**src/rtl/reg_bus_arbiter.sv**
```systemverilog
`default_nettype none
// ============================================================================
// Module   : reg_bus_arbiter
// Purpose  : Round-robin arbiter and master for the shared register bus.
//            Grants one requester at a time, runs a single select/ack
//            handshake with the per-port register decoders, and returns
//            read data or an error (timeout / bad address) to the winner.
// Revision : 1.0 - initial release
// ============================================================================
module reg_bus_arbiter #(
  parameter int NUM_OF_PORTS = 4,
  parameter int W_WIDTH      = 8,
  parameter int NUM_REQ      = 2,
  parameter int TIMEOUT      = 15,
  localparam int AW          = (NUM_OF_PORTS > 1) ? $clog2(NUM_OF_PORTS) : 1
) (
  input  logic                     clk,
  input  logic                     rst_n,
  // requester side
  input  logic [NUM_REQ-1:0]       req_valid,
  input  logic [NUM_REQ-1:0]       req_wr,
  input  logic [NUM_REQ*AW-1:0]    req_addr,
  input  logic [NUM_REQ*W_WIDTH-1:0] req_wdata,
  output logic [NUM_REQ-1:0]       req_ready,
  output logic [NUM_REQ-1:0]       rsp_valid,
  output logic [W_WIDTH-1:0]       rsp_rdata,
  output logic                     rsp_err,
  // register bus side
  output logic                     sel_en,
  output logic                     wr_rd_s,
  output logic [AW-1:0]            addr,
  output logic [W_WIDTH-1:0]       wdata,
  input  logic                     bus_ack,
  input  logic [W_WIDTH-1:0]       bus_rd_data
);

  localparam int GW = $clog2(NUM_REQ);
  localparam int CW = $clog2(TIMEOUT);

  typedef enum logic [1:0] {
    IDLE   = 2'd0,
    ACCESS = 2'd1,
    RESP   = 2'd2
  } state_t;

  state_t               state_q, state_d;
  logic [CW-1:0]        cnt_q, cnt_d;
  logic [GW-1:0]        last_grant_q, last_grant_d;
  logic                 sel_en_q, sel_en_d;
  logic                 wr_rd_s_q, wr_rd_s_d;
  logic [AW-1:0]        addr_q, addr_d;
  logic [W_WIDTH-1:0]   wdata_q, wdata_d;
  logic [NUM_REQ-1:0]   rsp_valid_q, rsp_valid_d;
  logic [W_WIDTH-1:0]   rsp_rdata_q, rsp_rdata_d;
  logic                 rsp_err_q, rsp_err_d;

  // round-robin search results
  int                   cand;
  logic [GW-1:0]        cand_idx;
  logic                 win_found;
  logic [GW-1:0]        win_idx;
  logic [AW-1:0]        win_addr;
  logic                 win_bad;

  // Pick the first valid requester after the last one granted, wrapping.
  always_comb begin
    win_found = 1'b0;
    win_idx   = '0;
    cand      = 0;
    cand_idx  = '0;
    for (int k = 1; k <= NUM_REQ; k++) begin
      cand = int'(last_grant_q) + k;
      if (cand >= NUM_REQ) begin
        cand = cand - NUM_REQ;
      end
      cand_idx = GW'(cand);
      if (!win_found && req_valid[cand_idx]) begin
        win_found = 1'b1;
        win_idx   = cand_idx;
      end
    end
  end

  // Winner's address; only reachable as "bad" when NUM_OF_PORTS is not 2^n.
  always_comb begin
    win_addr = req_addr[win_idx*AW +: AW];
    win_bad  = (int'(win_addr) >= NUM_OF_PORTS);
  end

  // Next-state, bus and response computation.
  always_comb begin
    state_d      = state_q;
    cnt_d        = cnt_q;
    last_grant_d = last_grant_q;
    sel_en_d     = sel_en_q;
    wr_rd_s_d    = wr_rd_s_q;
    addr_d       = addr_q;
    wdata_d      = wdata_q;
    rsp_valid_d  = '0;
    rsp_rdata_d  = rsp_rdata_q;
    rsp_err_d    = rsp_err_q;
    req_ready    = '0;

    case (state_q)
      IDLE: begin
        // A lingering ack from the previous access blocks a new grant.
        if (win_found && !bus_ack) begin
          req_ready[win_idx] = 1'b1;
          last_grant_d       = win_idx;
          if (win_bad) begin
            state_d              = RESP;
            rsp_valid_d[win_idx] = 1'b1;
            rsp_rdata_d          = '0;
            rsp_err_d            = 1'b1;
          end else begin
            state_d   = ACCESS;
            sel_en_d  = 1'b1;
            wr_rd_s_d = req_wr[win_idx];
            addr_d    = win_addr;
            wdata_d   = req_wdata[win_idx*W_WIDTH +: W_WIDTH];
          end
        end
      end

      ACCESS: begin
        if (bus_ack || (cnt_q == CW'(TIMEOUT - 1))) begin
          state_d                   = RESP;
          cnt_d                     = '0;
          sel_en_d                  = 1'b0;
          wr_rd_s_d                 = 1'b0;
          addr_d                    = '0;
          wdata_d                   = '0;
          rsp_valid_d[last_grant_q] = 1'b1;
          if (bus_ack) begin
            rsp_rdata_d = wr_rd_s_q ? '0 : bus_rd_data;
            rsp_err_d   = 1'b0;
          end else begin
            rsp_rdata_d = '0;
            rsp_err_d   = 1'b1;
          end
        end else begin
          cnt_d = cnt_q + 1'b1;
        end
      end

      RESP: begin
        state_d = IDLE;
      end

      default: begin
        state_d = IDLE;
      end
    endcase
  end

  // State, bus and response registers; reset forces the bus idle at once.
  always_ff @(posedge clk or negedge rst_n) begin
    if (!rst_n) begin
      state_q      <= IDLE;
      cnt_q        <= '0;
      last_grant_q <= GW'(NUM_REQ - 1);
      sel_en_q     <= 1'b0;
      wr_rd_s_q    <= 1'b0;
      addr_q       <= '0;
      wdata_q      <= '0;
      rsp_valid_q  <= '0;
      rsp_rdata_q  <= '0;
      rsp_err_q    <= 1'b0;
    end else begin
      state_q      <= state_d;
      cnt_q        <= cnt_d;
      last_grant_q <= last_grant_d;
      sel_en_q     <= sel_en_d;
      wr_rd_s_q    <= wr_rd_s_d;
      addr_q       <= addr_d;
      wdata_q      <= wdata_d;
      rsp_valid_q  <= rsp_valid_d;
      rsp_rdata_q  <= rsp_rdata_d;
      rsp_err_q    <= rsp_err_d;
    end
  end

  assign sel_en    = sel_en_q;
  assign wr_rd_s   = wr_rd_s_q;
  assign addr      = addr_q;
  assign wdata     = wdata_q;
  assign rsp_valid = rsp_valid_q;
  assign rsp_rdata = rsp_rdata_q;
  assign rsp_err   = rsp_err_q;

endmodule
`default_nettype wire

```
**config.mk**
```make
export PLATFORM = sky130hd
export DESIGN_NAME = reg_bus_arbiter
export DESIGN_NICKNAME = d
export VERILOG_FILES = /design/src/rtl/reg_bus_arbiter.sv
export SDC_FILE = /design/constraint.sdc
export NUM_CORES = 1
export LEC_CHECK = 0
export BUFFER_PORTS_ARGS = -buffer_cell sky130_fd_sc_hd__buf_2
export CAP_MARGIN = 20
export CORE_MARGIN = 2
export CORE_UTILIZATION = 50
export DETAILED_ROUTE_END_ITERATION = 6
export PLACE_DENSITY = 0.94
export SYNTH_ARGS = -nofsm -noshare
export SYNTH_HDL_FRONTEND = slang
export SYNTH_SLANG_ARGS = --single-unit
```
**constraint.sdc**
```tcl
create_clock -name clk -period 3.31 [get_ports clk]
set_input_delay 0 -clock clk [delete_from_list [all_inputs] [get_ports clk]]
set_output_delay 0 -clock clk [all_outputs]
set_load 0.005 [all_outputs]
```
# --- After elaboration in Yosys (flattened, before gate mapping) ---
# Cells that the tools add are included.
totals:
  latch_bits: 0
  mem_bits_ro: 0
  ff_bits: 30
  ramBits: 0
  elab_cells: 80
  memories: 0
classes:
  mul: 0
  n_shift: 2
  n_eq_ne: 4
  muxes: 38
  n_bitwise: 0
  n_lt_le_gt_ge: 8
  div_mod_pow: 0
  reduce_logical: 13
  n_addsub: 5
op_table:
  columns: ["op", "count"]
  rows:
  - ["$mux W8", 4]
  - ["$mux W1", 18]
  - ["$mux W2", 8]
  - ["$pmux W8 S2", 1]
  - ["$shiftx A16 B5 Y8", 1]
  - ["$lt A1 B2 Y1 const B", 4]
  - ["$pmux W2 S2", 2]
  - ["$reduce_and A2 Y1", 3]
  - ["$add A4 B1 Y4 const B", 1]
  - ["$eq A4 B4 Y1 const B", 1]
  - ["$logic_and A1 B1 Y1", 4]
  - ["$mux W4", 1]
  - ["$ne A2 B2 Y1 const B", 2]
  - ["$pmux W1 S2", 2]
  - ["$shiftx A4 B3 Y2", 1]
  - ["$add A1 B2 Y3 const B", 1]
  - ["$ge A3 B2 Y1 const B", 1]
  - ["$reduce_and A3 Y1", 1]
  - ["$add A1 B1 Y2 const B", 1]
  - ["$demux W1 S1", 2]
  - ["$eq A2 B1 Y1 const B", 1]
  - ["$ge A1 B1 Y1 const B", 2]
  - ["$ge A2 B2 Y1 const B", 1]
  - ["$logic_not A1 Y1", 2]
  - ["other kinds (4)", 5]

# --- Longest topological paths before layout ---
# Gate-level depths: netlist (run 1).
logic_depth:
  depth_word: 15
  depth_mapped: 7
  mapped_depth_nobuf: 6

# --- Worst setup path after synthesis (run 1) ---
# No wires, ideal clock.
synth_timing:
  kind: "register to register"
  startpoint: "reg cnt_q[0]"
  endpoint: "reg rsp_valid_q[1] (netlist: rsp_valid[1])"
  setup_slack_ps: 1909
  t_required_ps: 3191
  synth_period_minus_slack_ps: 1401
  t_arrival_ps: 1282
  path_stages_with_launch: 8
  setup_time_ps: 119
  path_cell_list: "dfrtp_1 inv_1 ha_1 a31oi_1 or2_1 buf_6 clkinv_4 and2_1"
synth_between:
  elab_chain_cells: 4
synth_lines:
  columns: ["element", "line", "text"]
  rows:
  - ["from (decl)", "47", "logic [CW-1:0] cnt_q, cnt_d;"]
  - ["from (signal assigned)", "171", "cnt_q <= cnt_d;"]
  - ["$eq A4 B4 Y1", "126", "if (bus_ack || (cnt_q == CW'(TIMEOUT - 1))) begin"]
  - ["$logic_or A1 B1 Y1", "126", null]
  - ["$mux W2", "126", null]
  - ["$mux W2", null, null]
  - ["named net rsp_valid_d[1]", "53", "logic [NUM_REQ-1:0] rsp_valid_q, rsp_valid_d;"]
  - ["to (signal assigned)", "177", "rsp_valid_q <= rsp_valid_d;"]
  - ["to (decl)", "53", null]
# The timed path passes the listed nets, and every way through them passes these cells.
# A chain may end at the register's enable or synchronous reset.

# --- Worst setup path in the final report (run 1) ---
layout_timing:
  startpoint: "reg last_grant_q"
  endpoint: "reg wdata_q[0] (netlist: wdata[0])"
layout_between:
  elab_chain_cells: 12
  elab_cells_between_ends: 24
layout_lines:
  columns: ["element", "line", "text"]
  rows:
  - ["from (decl)", "48", "logic [GW-1:0] last_grant_q, last_grant_d;"]
  - ["from (signal assigned)", "161", "last_grant_q <= GW'(NUM_REQ - 1);"]
  - ["from (signal assigned)", "172", "last_grant_q <= last_grant_d;"]
  - ["branches (longest 12 deep; another with $add A1 B2 Y3)", null, null]
  - ["to (signal assigned)", "176", "wdata_q <= wdata_d;"]
  - ["to (decl)", "52", "logic [W_WIDTH-1:0] wdata_q, wdata_d;"]
# Parallel ways; which one is timed is not known. The select of a mux whose other input is x is not followed.

==> impl_results.rst, run 1 <==
.. list-table::
   :header-rows: 1

   * - Metric
     - Value
   * - Area share of fa/ha/maj cells after synthesis
     - 0.0175
   * - Maximum buffer depth of the clock tree
     - 2
   * - Remaining number of nets flagged by the antenna check after routing
     - 0
   * - Xor/xnor cell area share of the yosys netlist
     - 0.00611
   * - TritonCTS buffer count
     - 5
   * - Worst IR drop on VDD
     - between 500 and 600 uV
   * - Number of enable flip-flop cells after synthesis
     - 0
   * - Floorplan die area
     - approximately 3300 um2
   * - Power per unit of standard cell area
     - 622 nW/um2
   * - Total number of placement rows
     - 19
   * - Placer's final routability congestion estimate
     - about 0.8
   * - GRT Overall Usage
     - 0.299
   * - Number of vias per cell
     - 5.66
   * - Power after layout
     - ~1.3 mW
   * - Reg-to-reg slack, setup
     - 1.31 ns
   * - Worst slew margin relative to its limit
     - 0.366
   * - Remaining DRCs
     - 0
   * - Root Buffer Master
     - sky130_fd_sc_hd__clkbuf_4
   * - Slew at the pin closest to its max-slew limit
     - 0.951 ns
   * - Multiplexer share of the synthesized area
     - 0.161
   * - Final setup fails
     - 0
   * - Final critical-path required period
     - 2.00 ns
   * - First-pass DRT Iterations
     - 4
   * - IO buf count
     - 59
   * - CTS sink count
     - 30
   * - Clock tree from TritonCTS
     - done
   * - Result of the run
     - finished clean
   * - Top flip-flop cell by instance count after synthesis
     - sky130_fd_sc_hd__dfrtp_1
   * - Netlist Area Pre-Place
     - 1430 um2
   * - Total negative slack
     - 0 ns
   * - Area contributors post-synth
     - sky130_fd_sc_hd__dfrtp_1 (51%), sky130_fd_sc_hd__mux2i_1 (15%), sky130_fd_sc_hd__o21ai_0 (8.0%)
   * - Max_cap viols
     - 0
   * - Final period utilization
     - 0.605
   * - Number of placed I/O pins
     - 60
   * - Lkg Pwr
     - 1.10 nW
   * - Clock edge transition at the registers on the reported setup and hold paths
     - 0.10 ns
   * - Total number of yosys warnings
     - 0
   * - CP endpoint
     - wdata[0]
   * - Vias
     - 1433
   * - Simple-gate portion of the synthesized area
     - 0.0942
   * - Chip width
     - 57.6 um
   * - Clock insertion delay at the later pin of the skew report
     - 0.32 ns
   * - Crit path launch type
     - register
   * - Critical path class
     - register to register
   * - Flops & latches, synth
     - 30
   * - Initial antenna violation count
     - 0
   * - H-Tree Depth
     - 2
   * - Final number of max-transition violations
     - 0
   * - Setup repair after global routing missed its margin
     - false
   * - Startpoint of the most critical register-to-register path
     - last_grant_q
   * - Post-synth cell types
     - 28
   * - Fraction of post-synthesis cell area in the top cell type by area
     - 0.506
   * - Critical path data arrival time
     - 2.16 ns
   * - Logic depth of the worst register-to-register path
     - 4
   * - Die height
     - ~58 um
   * - Core box area
     - about 2700 um2
   * - Async S/R FF share, synth
     - 1.00
   * - Yosys top cell by area
     - sky130_fd_sc_hd__dfrtp_1
   * - Synthesized-area fraction occupied by ao, oa, aoi and oai cells
     - 0.146
   * - Sequential element share of the synthesized area
     - 0.524
   * - HP Start
     - req_wdata[1]
   * - Mean instance size in the synthesized netlist
     - 10.9 um2
   * - Area growth from synthesis to final layout
     - 46.0%
   * - Initial core utilization
     - 0.524
   * - Final routed wire length divided by cell count
     - 17.9 um
   * - Total count of hold-check failures in the final report
     - 0
   * - Cts repair resizes
     - 0
   * - Pin count of the biggest net entering global routing
     - 31
   * - Reg-to-reg endpoint
     - wdata[0]
   * - Maximum achievable frequency
     - 499 MHz
   * - Final antenna diode count
     - 0
   * - Final clock skew
     - 0.0164 ns
   * - Number of cells produced by synthesis
     - around 130
   * - Total Wirelength
     - 4520 um
   * - Filler cell count in the final layout
     - about 160
   * - Proportion of layout cells with a drive suffix above 1
     - 0.338
   * - Required time of the worst setup path
     - 3.47 ns
   * - Wire length of the first global-routing pass
     - 7330 um
   * - Combinational family with the most area after synthesis
     - multiplexers
   * - Hold/Removal Path Class
     - input pin to register
   * - Number of global-route vias before repair
     - 1573
   * - Crit path launch
     - last_grant_q
   * - Congestion Overflow GR
     - 0
   * - Critical Path Sink Type
     - register
   * - Final net count
     - ~260
   * - Largest fanout on the critical path
     - 14
   * - Net count after synthesis
     - between 150 and 200
   * - Iter 0 DRT Violations
     - 80
-- per-stage QoR --
stage | std cells | instance area (um2) | util | setup WS (ns) | hold WS, ns
global route | 253 | 2090 | 0.766 | 1.23 | 0.0275
detailed placement | 214 | 1720 | 0.630 | 1.63 | 0.0548
CTS | 253 | 2090 | 0.766 | 1.42 | 0.00484
floorplan | 131 | 1430 | - | 1.91 | -0.296
finish | 253 | 2090 | 0.766 | 1.31 | 0.0489
global placement | 214 | 1720 | 0.630 | 1.76 | 0.0506
-- flip-flops by register name, indices dropped and copies added, names as in the netlist --
signal	flops
rsp_rdata	8
wdata	8
cnt_q	4
addr	2
rsp_valid	2
state_q	2
last_grant_q	1
rsp_err	1
sel_en	1
wr_rd_s	1
-- placed cells by master (no fill, tap or decap) --
cell type                       instances
sky130_fd_sc_hd__a21boi_4               1
sky130_fd_sc_hd__a21oi_1                1
sky130_fd_sc_hd__a2bb2oi_2              1
sky130_fd_sc_hd__a31oi_1                1
sky130_fd_sc_hd__and2_1                 1
sky130_fd_sc_hd__buf_2                 59
sky130_fd_sc_hd__buf_4                  1
sky130_fd_sc_hd__clkbuf_1               1
sky130_fd_sc_hd__clkbuf_4               5
sky130_fd_sc_hd__clkbuf_8               1
sky130_fd_sc_hd__clkinv_2               1
sky130_fd_sc_hd__clkinv_4               1
sky130_fd_sc_hd__dfrtp_1               29
sky130_fd_sc_hd__dfstp_2                1
sky130_fd_sc_hd__dlygate4sd3_1         31
sky130_fd_sc_hd__ha_1                   2
sky130_fd_sc_hd__inv_1                  3
sky130_fd_sc_hd__mux2_2                 1
sky130_fd_sc_hd__mux2i_1               22
sky130_fd_sc_hd__nand2_1               12
sky130_fd_sc_hd__nand2b_4               1
sky130_fd_sc_hd__nand3_1                3
sky130_fd_sc_hd__nand3b_1               1
sky130_fd_sc_hd__nor2_1                 5
sky130_fd_sc_hd__nor2b_1                1
sky130_fd_sc_hd__nor3_2                 1
sky130_fd_sc_hd__o21ai_0               23
sky130_fd_sc_hd__o21ai_1                8
sky130_fd_sc_hd__o21ai_2                1
sky130_fd_sc_hd__or2_1                  1
sky130_fd_sc_hd__or3_1                  1
sky130_fd_sc_hd__xor2_1                 1
-- report_power, final --
part           switching (mW)  total (mW)  internal (mW)
sequential             0.0976       0.596          0.499
combinational           0.243       0.476          0.233
clock                   0.126       0.229          0.103
total                   0.467        1.30          0.835
-- final cells by class --
class,count,area (um2),area share
flip-flops and latches,30,752,0.359
clock inverters,1,5.00,0.00239
inverters,4,20.0,0.00956
clock buffers,7,55.1,0.0263
repair buffers,91,613,0.293
well taps,31,38.8,0.0185
multi-input cells,89,609,0.291
-- timing repair --
| action | 4_1_cts | 5_1_grt |
|---|---|---|
| buffers inserted | 0 | 0 |
| endpoints found under the hold margin | 49 | 0 |
| hold buffers | 31 | 0 |
-- worst max-delay path, cell delays in order, from the launching register on --
cell and delay, ns:
sky130_fd_sc_hd__dfstp_2 0.41, sky130_fd_sc_hd__a21boi_4 0.49, sky130_fd_sc_hd__mux2i_1 0.28, sky130_fd_sc_hd__dlygate4sd3_1 0.57, sky130_fd_sc_hd__mux2i_1 0.10
-- worst min path at each step --
stage	end	slack, ns	depth (start not counted)
floorplan	addr[0]	-0.30	0
global placement	wdata[5]	0.05	1
detailed placement	wdata[5]	0.05	1
CTS	wdata[1]	0.005	3
global route	wdata[1]	0.03	3
finish	wdata[1]	0.05	3
-- cell usage after synthesis, types with 2 or more instances --
master	instances
sky130_fd_sc_hd__o21ai_0	23
sky130_fd_sc_hd__nand3_1	3
sky130_fd_sc_hd__buf_6	3
sky130_fd_sc_hd__ha_1	2
sky130_fd_sc_hd__mux2i_1	22
sky130_fd_sc_hd__nor2_1	5
sky130_fd_sc_hd__nand2_1	12
sky130_fd_sc_hd__inv_1	3
sky130_fd_sc_hd__clkbuf_1	4
sky130_fd_sc_hd__o21ai_1	8
sky130_fd_sc_hd__dfrtp_1	29
-- per-layer routing --
| metal | track usage | up-vias | wire length (um) | share of wire |
|---|---|---|---|---|
| met5 | 0 | - | 0 | 0 |
| met4 | 0.150 | 0 | 186 | 0.041 |
| met3 | 0.0726 | 22 | 312 | 0.069 |
| met2 | 0.528 | 82 | 2370 | 0.52 |
| met1 | 0.334 | 695 | 1660 | 0.37 |
| li1 | - | 634 | - | - |
-- cells by family (layout without fill, tap and decap cells) --
logic type               after synthesis  after routing
AO/OA/AOI/OAI                         36             36
XOR/XNOR                               1              1
adder cells (fa/ha/maj)                2              2
buffers and inverters                 12            103
flip-flops                            30             30
multiplexers                          23             23
AND/OR/NAND/NOR                       27             27
No activity file was read; power rests on OpenSTA's default activity.
==> run 2, diff against run 1 <==
--- a/config.mk
+++ b/config.mk
@@ -5,12 +5,13 @@
 export SDC_FILE = /design/constraint.sdc
 export NUM_CORES = 1
 export LEC_CHECK = 0
+export ABC_AREA = 1
 export BUFFER_PORTS_ARGS = -buffer_cell sky130_fd_sc_hd__buf_2
 export CAP_MARGIN = 20
 export CORE_MARGIN = 2
-export CORE_UTILIZATION = 50
+export CORE_UTILIZATION = 47
 export DETAILED_ROUTE_END_ITERATION = 6
-export PLACE_DENSITY = 0.94
+export PLACE_DENSITY = 0.9
 export SYNTH_ARGS = -nofsm -noshare
 export SYNTH_HDL_FRONTEND = slang
 export SYNTH_SLANG_ARGS = --single-unit
==> constraint.sdc (replaced) <==
create_clock -name clk -period 2.1 [get_ports clk]
set_input_delay 0 -clock clk [delete_from_list [all_inputs] [get_ports clk]]
set_output_delay 0 -clock clk [all_outputs]
set_load 0.005 [all_outputs]
==> impl_results.rst, run 2 <==
.. list-table::
   :header-rows: 1

   * - Metric
     - Value
   * - Bufs and invs on worst path
     - 1
   * - Fraction of post-synthesis cell area in the top cell type by area
     - 0.506
   * - Startpoint of the most critical register-to-register path
     - last_grant_q
   * - Number of cells produced by synthesis
     - 177
   * - Initial antenna violation count
     - 0
   * - Pin count of the biggest net entering global routing
     - 36
   * - Stages on worst setup path
     - 7
   * - CP endpoint
     - addr[1]
   * - First-pass DRT Iterations
     - 4
   * - Final number of max-transition violations
     - 0
   * - Setup repair after global routing missed its margin
     - false
   * - Total count of hold-check failures in the final report
     - 0
   * - Final period utilization
     - 0.941
   * - Worst slew margin relative to its limit
     - 0.568
   * - Top-count cell post-synth
     - sky130_fd_sc_hd__nand2_1
   * - Iter 0 DRT Violations
     - 39
   * - Total area of multi-input combinational cells
     - 589 um2
   * - Final setup fails
     - 0
   * - IO buf count
     - 59
   * - Largest fanout on the critical path
     - 13
   * - Die height
     - 59.2 um
   * - Filler cell count in the final layout
     - between 200 and 250
   * - Register cell area after layout
     - 752 um2
   * - Crit path launch type
     - register
   * - TritonCTS buffer count
     - 5
   * - Yosys top cell by area
     - sky130_fd_sc_hd__dfrtp_1
   * - # placed instances
     - 261
   * - CTS sink count
     - 30
   * - CP cell instances
     - nand2_1, nand2_4, nand2_1, nand2_1, dlygate4sd3_1, nand2_1, nand2_1
   * - Final antenna diode count
     - 0
   * - Initial core utilization
     - 0.482
   * - Total negative slack
     - 0 ns
   * - Final net count
     - a little under 300
   * - Non-filler cells, final
     - 295
   * - Top delay family on crit path
     - simple AND/OR/NAND/NOR gates
   * - Mean instance size in the synthesized netlist
     - 8.10 um2
   * - Number of enable flip-flop cells after synthesis
     - 0
   * - Logic depth of the worst register-to-register path
     - 7
   * - Number of vias per cell
     - 4.79
   * - Async S/R FF share, synth
     - 1.00
   * - Required time of the worst setup path
     - 2.37 ns
   * - Net count after synthesis
     - 214
   * - Reg-to-reg endpoint
     - addr[1]
   * - Final critical-path required period
     - 1.98 ns
   * - Hold/Removal Path Class
     - input pin to register
   * - Number of global-route vias before repair
     - 1268
   * - Critical Path Sink Type
     - register
   * - Area contributors post-synth
     - sky130_fd_sc_hd__dfrtp_1 (51%), sky130_fd_sc_hd__nand2_1 (20%), sky130_fd_sc_hd__nand3_1 (8.7%)
   * - Commonest non-fill, non-tap cell in the layout
     - sky130_fd_sc_hd__nand2_1
   * - Maximum buffer depth of the clock tree
     - 2
   * - Vias
     - between 1000 and 1500
   * - Core box area
     - 2980 um2
   * - Worst IR drop on VDD
     - 506 uV
   * - Floorplan die area
     - roughly 3500 um2
   * - Maximum achievable frequency
     - 506 MHz
   * - Proportion of layout cells with a drive suffix above 1
     - 0.282
   * - Reg-to-reg slack, setup
     - roughly 0.12 ns
   * - Post-synth cell types
     - 20
   * - HPWL after detailed placement
     - 2150 um
   * - Total Wirelength
     - 3380 um
   * - Flops & latches, synth
     - 30
   * - Crit path launch
     - last_grant_q
   * - Congestion Overflow GR
     - 0
   * - Final routed wire length divided by cell count
     - 11.4 um
   * - GRT Overall Usage
     - 0.211
   * - Root Buffer Master
     - sky130_fd_sc_hd__clkbuf_4
   * - Clock edge transition at the registers on the reported setup and hold paths
     - 0.09 ns
   * - Top flip-flop cell by instance count after synthesis
     - sky130_fd_sc_hd__dfrtp_1
   * - Lkg Pwr
     - 1.16 nW
   * - Power per unit of standard cell area
     - 949 nW/um2
   * - Slew at the pin closest to its max-slew limit
     - ~0.65 ns
   * - Clock tree from TritonCTS
     - done
   * - Netlist Area Pre-Place
     - ~1400 um2
   * - Placer's final routability congestion estimate
     - 0.863
   * - Remaining DRCs
     - 0
   * - Largest stage delay on the critical path
     - around 0.58 ns
   * - Critical path data arrival time
     - approximately 2.3 ns
   * - Result of the run
     - finished clean
   * - Total number of yosys warnings
     - 0
   * - Leading cell types by count after synthesis
     - sky130_fd_sc_hd__nand2_1 (75), sky130_fd_sc_hd__dfrtp_1 (29), sky130_fd_sc_hd__nand3_1 (25)
   * - Critical path class
     - register to register
   * - Most frequent cell on the critical path
     - sky130_fd_sc_hd__nand2_1
   * - Remaining number of nets flagged by the antenna check after routing
     - 0
   * - Sequential element share of the synthesized area
     - 0.524
   * - Number of placed I/O pins
     - 60
   * - Final clock skew
     - 0.00487 ns
   * - Wire length of the first global-routing pass
     - 5440 um
   * - Area growth from synthesis to final layout
     - 42.8%
   * - Clock insertion delay at the later pin of the skew report
     - approximately 0.32 ns
   * - Chip width
     - 59.2 um
   * - Total number of placement rows
     - 20
   * - Max_cap viols
     - 0
   * - Standard cell with the maximum stage delay on the critical path
     - sky130_fd_sc_hd__dlygate4sd3_1
   * - H-Tree Depth
     - 2
   * - Commonest non-fill, non-tap cells in the layout
     - sky130_fd_sc_hd__nand2_1 (74), sky130_fd_sc_hd__buf_2 (59), sky130_fd_sc_hd__dfrtp_1 (29)
run 2: cell count changes after synthesis, sizes merged, moves of 4 or more:
cell    before  now
o21ai       32   12
nand2       12   77
mux2i       22    0
inv          3    9
nor2         5   11
clkbuf       4    0
buf          4    8
nand3        3   25
run 2: cell families (layout without fill, tap and decap cells):
logic type                 Yosys count  in the layout  share of synthesized area
and+or+nand+nor                    114            114                      0.335
DFF                                 30             30                      0.524
buffers and inverters               17            102                     0.0698
AOI/OAI and AO/OA                   14             14                     0.0532
adders and majority gates            2              2                     0.0174
run 2: worst reg2reg max path: stages (launching register included):
cell and delay, ns:
sky130_fd_sc_hd__dfstp_2 0.57, sky130_fd_sc_hd__nand2_1 0.28, sky130_fd_sc_hd__nand2_4 0.24, sky130_fd_sc_hd__nand2_1 0.07, sky130_fd_sc_hd__nand2_1 0.07, sky130_fd_sc_hd__dlygate4sd3_1 0.58
sky130_fd_sc_hd__nand2_1 0.06, sky130_fd_sc_hd__nand2_1 0.06
run 2: layer usage:
metal	track usage	vias up	part of all wire
li1	-	728	-
met1	0.243	621	0.43
met2	0.364	60	0.50
met3	0.0786	4	0.060
met4	0.0584	0	0.0062
met5	0	-	0
run 2: area by class of cell:
class | instances | area share
timing repair buffer | 85 | 0.271
inverter | 9 | 0.0165
clock inverter | 1 | 0.0147
multi-input combinational | 130 | 0.288
clock buffer | 7 | 0.0220
tap | 33 | 0.0202
sequential | 30 | 0.367
run 2: worst min path at each step:
| stage | from | endpoint | depth (start not counted) |
|---|---|---|---|
| floorplan | rst_n | addr[0] | 0 |
| global placement | rst_n | cnt_q[2] | 1 |
| detailed placement | rst_n | sel_en | 1 |
| CTS | req_wdata[15] | wdata[7] | 5 |
| global route | req_wdata[12] | wdata[4] | 5 |
| finish | req_wdata[9] | wdata[1] | 5 |
run 2: through the flow:
stage                      util  cell area [um2]  worst slack, ns  hold WS (ns)  power [mW]
after floorplan               -             1430            0.872        -0.296        1.23
after global placement    0.572             1700            0.617        0.0636        1.43
after detailed placement  0.572             1700            0.496        0.0623        1.46
after CTS                 0.685             2040           0.0367       0.00258        1.95
after global routing      0.687             2050           0.0450        0.0361        2.10
final                     0.687             2050            0.124        0.0155        1.94
run 2: power breakdown:
part / total, mW / switching [mW] / internal (mW) / leakage (nW)
sequential: 0.883 / 0.119 / 0.764 / 0.388
combinational: 0.619 / 0.327 / 0.292 / 0.733
clock: 0.441 / 0.189 / 0.252 / 0.0395
total: 1.94 / 0.634 / 1.31 / 1.16
run 2: what timing repair did:
action | in CTS | in global routing
hold buffers | 26 | 0
hold endpoints to repair | 49 | 0
gates resized for setup | 0 | 2
setup buffers | 0 | 0
endpoints found under the setup margin | 0 | 5
==> run 3, diff against run 2 <==
--- a/config.mk
+++ b/config.mk
@@ -9,9 +9,9 @@
 export BUFFER_PORTS_ARGS = -buffer_cell sky130_fd_sc_hd__buf_2
 export CAP_MARGIN = 20
 export CORE_MARGIN = 2
-export CORE_UTILIZATION = 47
+export CORE_UTILIZATION = 23
 export DETAILED_ROUTE_END_ITERATION = 6
-export PLACE_DENSITY = 0.9
+export PLACE_DENSITY = 0.55
 export SYNTH_ARGS = -nofsm -noshare
 export SYNTH_HDL_FRONTEND = slang
 export SYNTH_SLANG_ARGS = --single-unit
==> impl_results.rst, run 3 (synthesis gave the netlist of run 2 again) <==
.. list-table::
   :header-rows: 1

   * - Metric
     - Value
   * - Result of the run
     - finished clean
   * - WHS Path Cells
     - 5
   * - IO buf count
     - 59
   * - Bufs and invs on worst path
     - 1
   * - Iter 0 DRT Violations
     - 22
   * - Proportion of layout cells with a drive suffix above 1
     - 0.301
   * - Logic depth of the worst register-to-register path
     - 7
   * - Final Util
     - 0.327
   * - Number of global-route vias before repair
     - about 1300
   * - HPWL after detailed placement
     - 2540 um
   * - First-pass DRT Iterations
     - 4
   * - Number of vias per cell
     - between 4 and 5
   * - Critical path data arrival time
     - 1.74 ns
   * - Remaining DRCs
     - 0
   * - Commonest non-fill, non-tap cell in the layout
     - sky130_fd_sc_hd__nand2_1
   * - Final period utilization
     - 0.830
   * - Crit path launch type
     - register
   * - Total negative slack
     - 0 ns
   * - Worst IR drop on VDD
     - 291 uV
   * - Clock tree from TritonCTS
     - done
   * - Max_cap viols
     - 0
   * - CTS sink count
     - 30
   * - Reg-to-reg slack, setup
     - about 0.45 ns
   * - Final clock skew
     - between 0.004 and 0.005 ns
   * - Wire length of the first global-routing pass
     - 6240 um
   * - Pin count of the biggest net entering global routing
     - 36
   * - End of the worst hold path
     - wdata[1]
   * - CP cell instances
     - nand2_1, nand2_1, nor2_1, buf_2
   * - Largest fanout on the critical path
     - 13
   * - Non-filler cells, final
     - approximately 320
   * - Critical path class
     - register to output port
   * - Final antenna diode count
     - 0
   * - Top delay family on crit path
     - simple AND/OR/NAND/NOR gates
   * - Lkg Pwr
     - ~1.1 nW
   * - Power after layout
     - roughly 1.9 mW
   * - Root Buffer Master
     - sky130_fd_sc_hd__clkbuf_8
   * - Final critical-path required period
     - roughly 1.7 ns
   * - Post-CTS Setup Inserts
     - 0
   * - Cts repair resizes
     - 0
   * - Final setup fails
     - 0
   * - Largest stage delay on the critical path
     - 0.55 ns
   * - HP Start
     - req_wdata[1]
   * - Required time of the worst setup path
     - 2.10 ns
   * - Power per unit of standard cell area
     - approximately 1000 nW/um2
   * - Total Wirelength
     - 3660 um
   * - Clock insertion delay at the later pin of the skew report
     - 0.28 ns
   * - Maximum achievable frequency
     - 573 MHz
   * - Final number of max-transition violations
     - 0
   * - H-Tree Depth
     - 2
   * - Worst slew margin relative to its limit
     - 0.543
   * - Startpoint of the most critical register-to-register path
     - cnt_q[0]
   * - Total count of hold-check failures in the final report
     - 0
   * - Core box area
     - 5960 um2
   * - Filler cell count in the final layout
     - 680
   * - Remaining number of nets flagged by the antenna check after routing
     - 0
   * - Slew at the pin closest to its max-slew limit
     - around 0.69 ns
   * - Reg-to-reg endpoint
     - addr[0]
   * - Number of placed I/O pins
     - 60
   * - Initial core utilization
     - 0.241
   * - Final hold slack
     - approximately 0.013 ns
   * - Clock edge transition at the registers on the reported setup and hold paths
     - 0.06 ns
   * - Area growth from synthesis to final layout
     - 35.9%
   * - # placed instances
     - about 300
   * - Final net count
     - 282
   * - Placer's final routability congestion estimate
     - 0.729
   * - Commonest non-fill, non-tap cells in the layout
     - sky130_fd_sc_hd__nand2_1 (75), sky130_fd_sc_hd__buf_2 (59), sky130_fd_sc_hd__dfrtp_1 (29)
   * - Die height
     - about 83 um
   * - TritonCTS buffer count
     - 5
   * - GRT Overall Usage
     - 0.112
   * - Hold/Removal Path Class
     - input pin to register
   * - Critical Path Sink Type
     - output port
   * - Vias
     - 1365
   * - Floorplan die area
     - 6880 um2
   * - Chip width
     - 83.0 um
   * - Most frequent cell on the critical path
     - sky130_fd_sc_hd__nand2_1
   * - Initial antenna violation count
     - 0
   * - Congestion Overflow GR
     - 0
   * - Maximum buffer depth of the clock tree
     - 2
   * - Standard cell with the maximum stage delay on the critical path
     - sky130_fd_sc_hd__dfstp_2
   * - Setup repair after global routing missed its margin
     - false
   * - Final routed wire length divided by cell count
     - 11.4 um
   * - Total number of placement rows
     - 28
==> run 3: changes by cell type in the layout (fill, tap and decap cells not counted), sizes merged <==
cell         before  now
dlygate4sd3      26   10
bufinv            1    0
clkinv            0    1
==> run 3: metrics by stage <==
stage	area, um2	setup slack, ns
after floorplan	1430	0.872
after CTS	1950	0.348
final	1950	0.356
after global routing	1950	0.234
after global placement	1760	0.494
after detailed placement	1760	0.474
==> run 3: worst max path at each step <==
stage,start,endpoint,depth (start not counted)
after global routing,last_grant_q,req_ready[1],4
after floorplan,cnt_q[0],rsp_rdata[3],8
after CTS,last_grant_q,req_ready[1],4
after global placement,cnt_q[0],wdata[1],7
final,last_grant_q,req_ready[1],4
after detailed placement,cnt_q[0],addr[0],7
==> run 3: per-layer routing <==
| metal | GRT usage | share of wire | up-vias | wire length (um) |
|---|---|---|---|---|
| met4 | 0.0402 | 0.011 | 0 | 42 |
| met2 | 0.192 | 0.49 | 40 | 1790 |
| met3 | 0.0348 | 0.054 | 4 | 199 |
| met1 | 0.132 | 0.45 | 624 | 1630 |
| met5 | 0 | 0 | - | 0 |
| li1 | - | - | 697 | - |
==> run 3: final cells by class <==
class / instances / area [um2] / share of cell area
sequential: 30 / 752 / 0.386
multi-input combinational: 130 / 582 / 0.299
timing repair buffer: 69 / 395 / 0.203
tap: 75 / 93.8 / 0.0482
clock buffer: 7 / 86.3 / 0.0443
inverter: 9 / 33.8 / 0.0173
clock inverter: 1 / 5.00 / 0.00257
==> run 3: power breakdown <==
| group | switching, mW | leakage [nW] | internal (mW) |
|---|---|---|---|
| combinational | 0.324 | 0.662 | 0.262 |
| clock | 0.214 | 0.0482 | 0.264 |
| sequential | 0.117 | 0.388 | 0.766 |
==> run 3: worst min-delay path, delay by kind of cell <==
| kind | cells | cell delay (ns) |
|---|---|---|
| simple gates | 4 | 0.19 |
| buf+inv | 1 | 0.08 |
==> run 3: timing repair <==
action,in CTS,in global routing
setup endpoints to repair,0,0
hold endpoints to repair,38,0
hold buffers,10,0
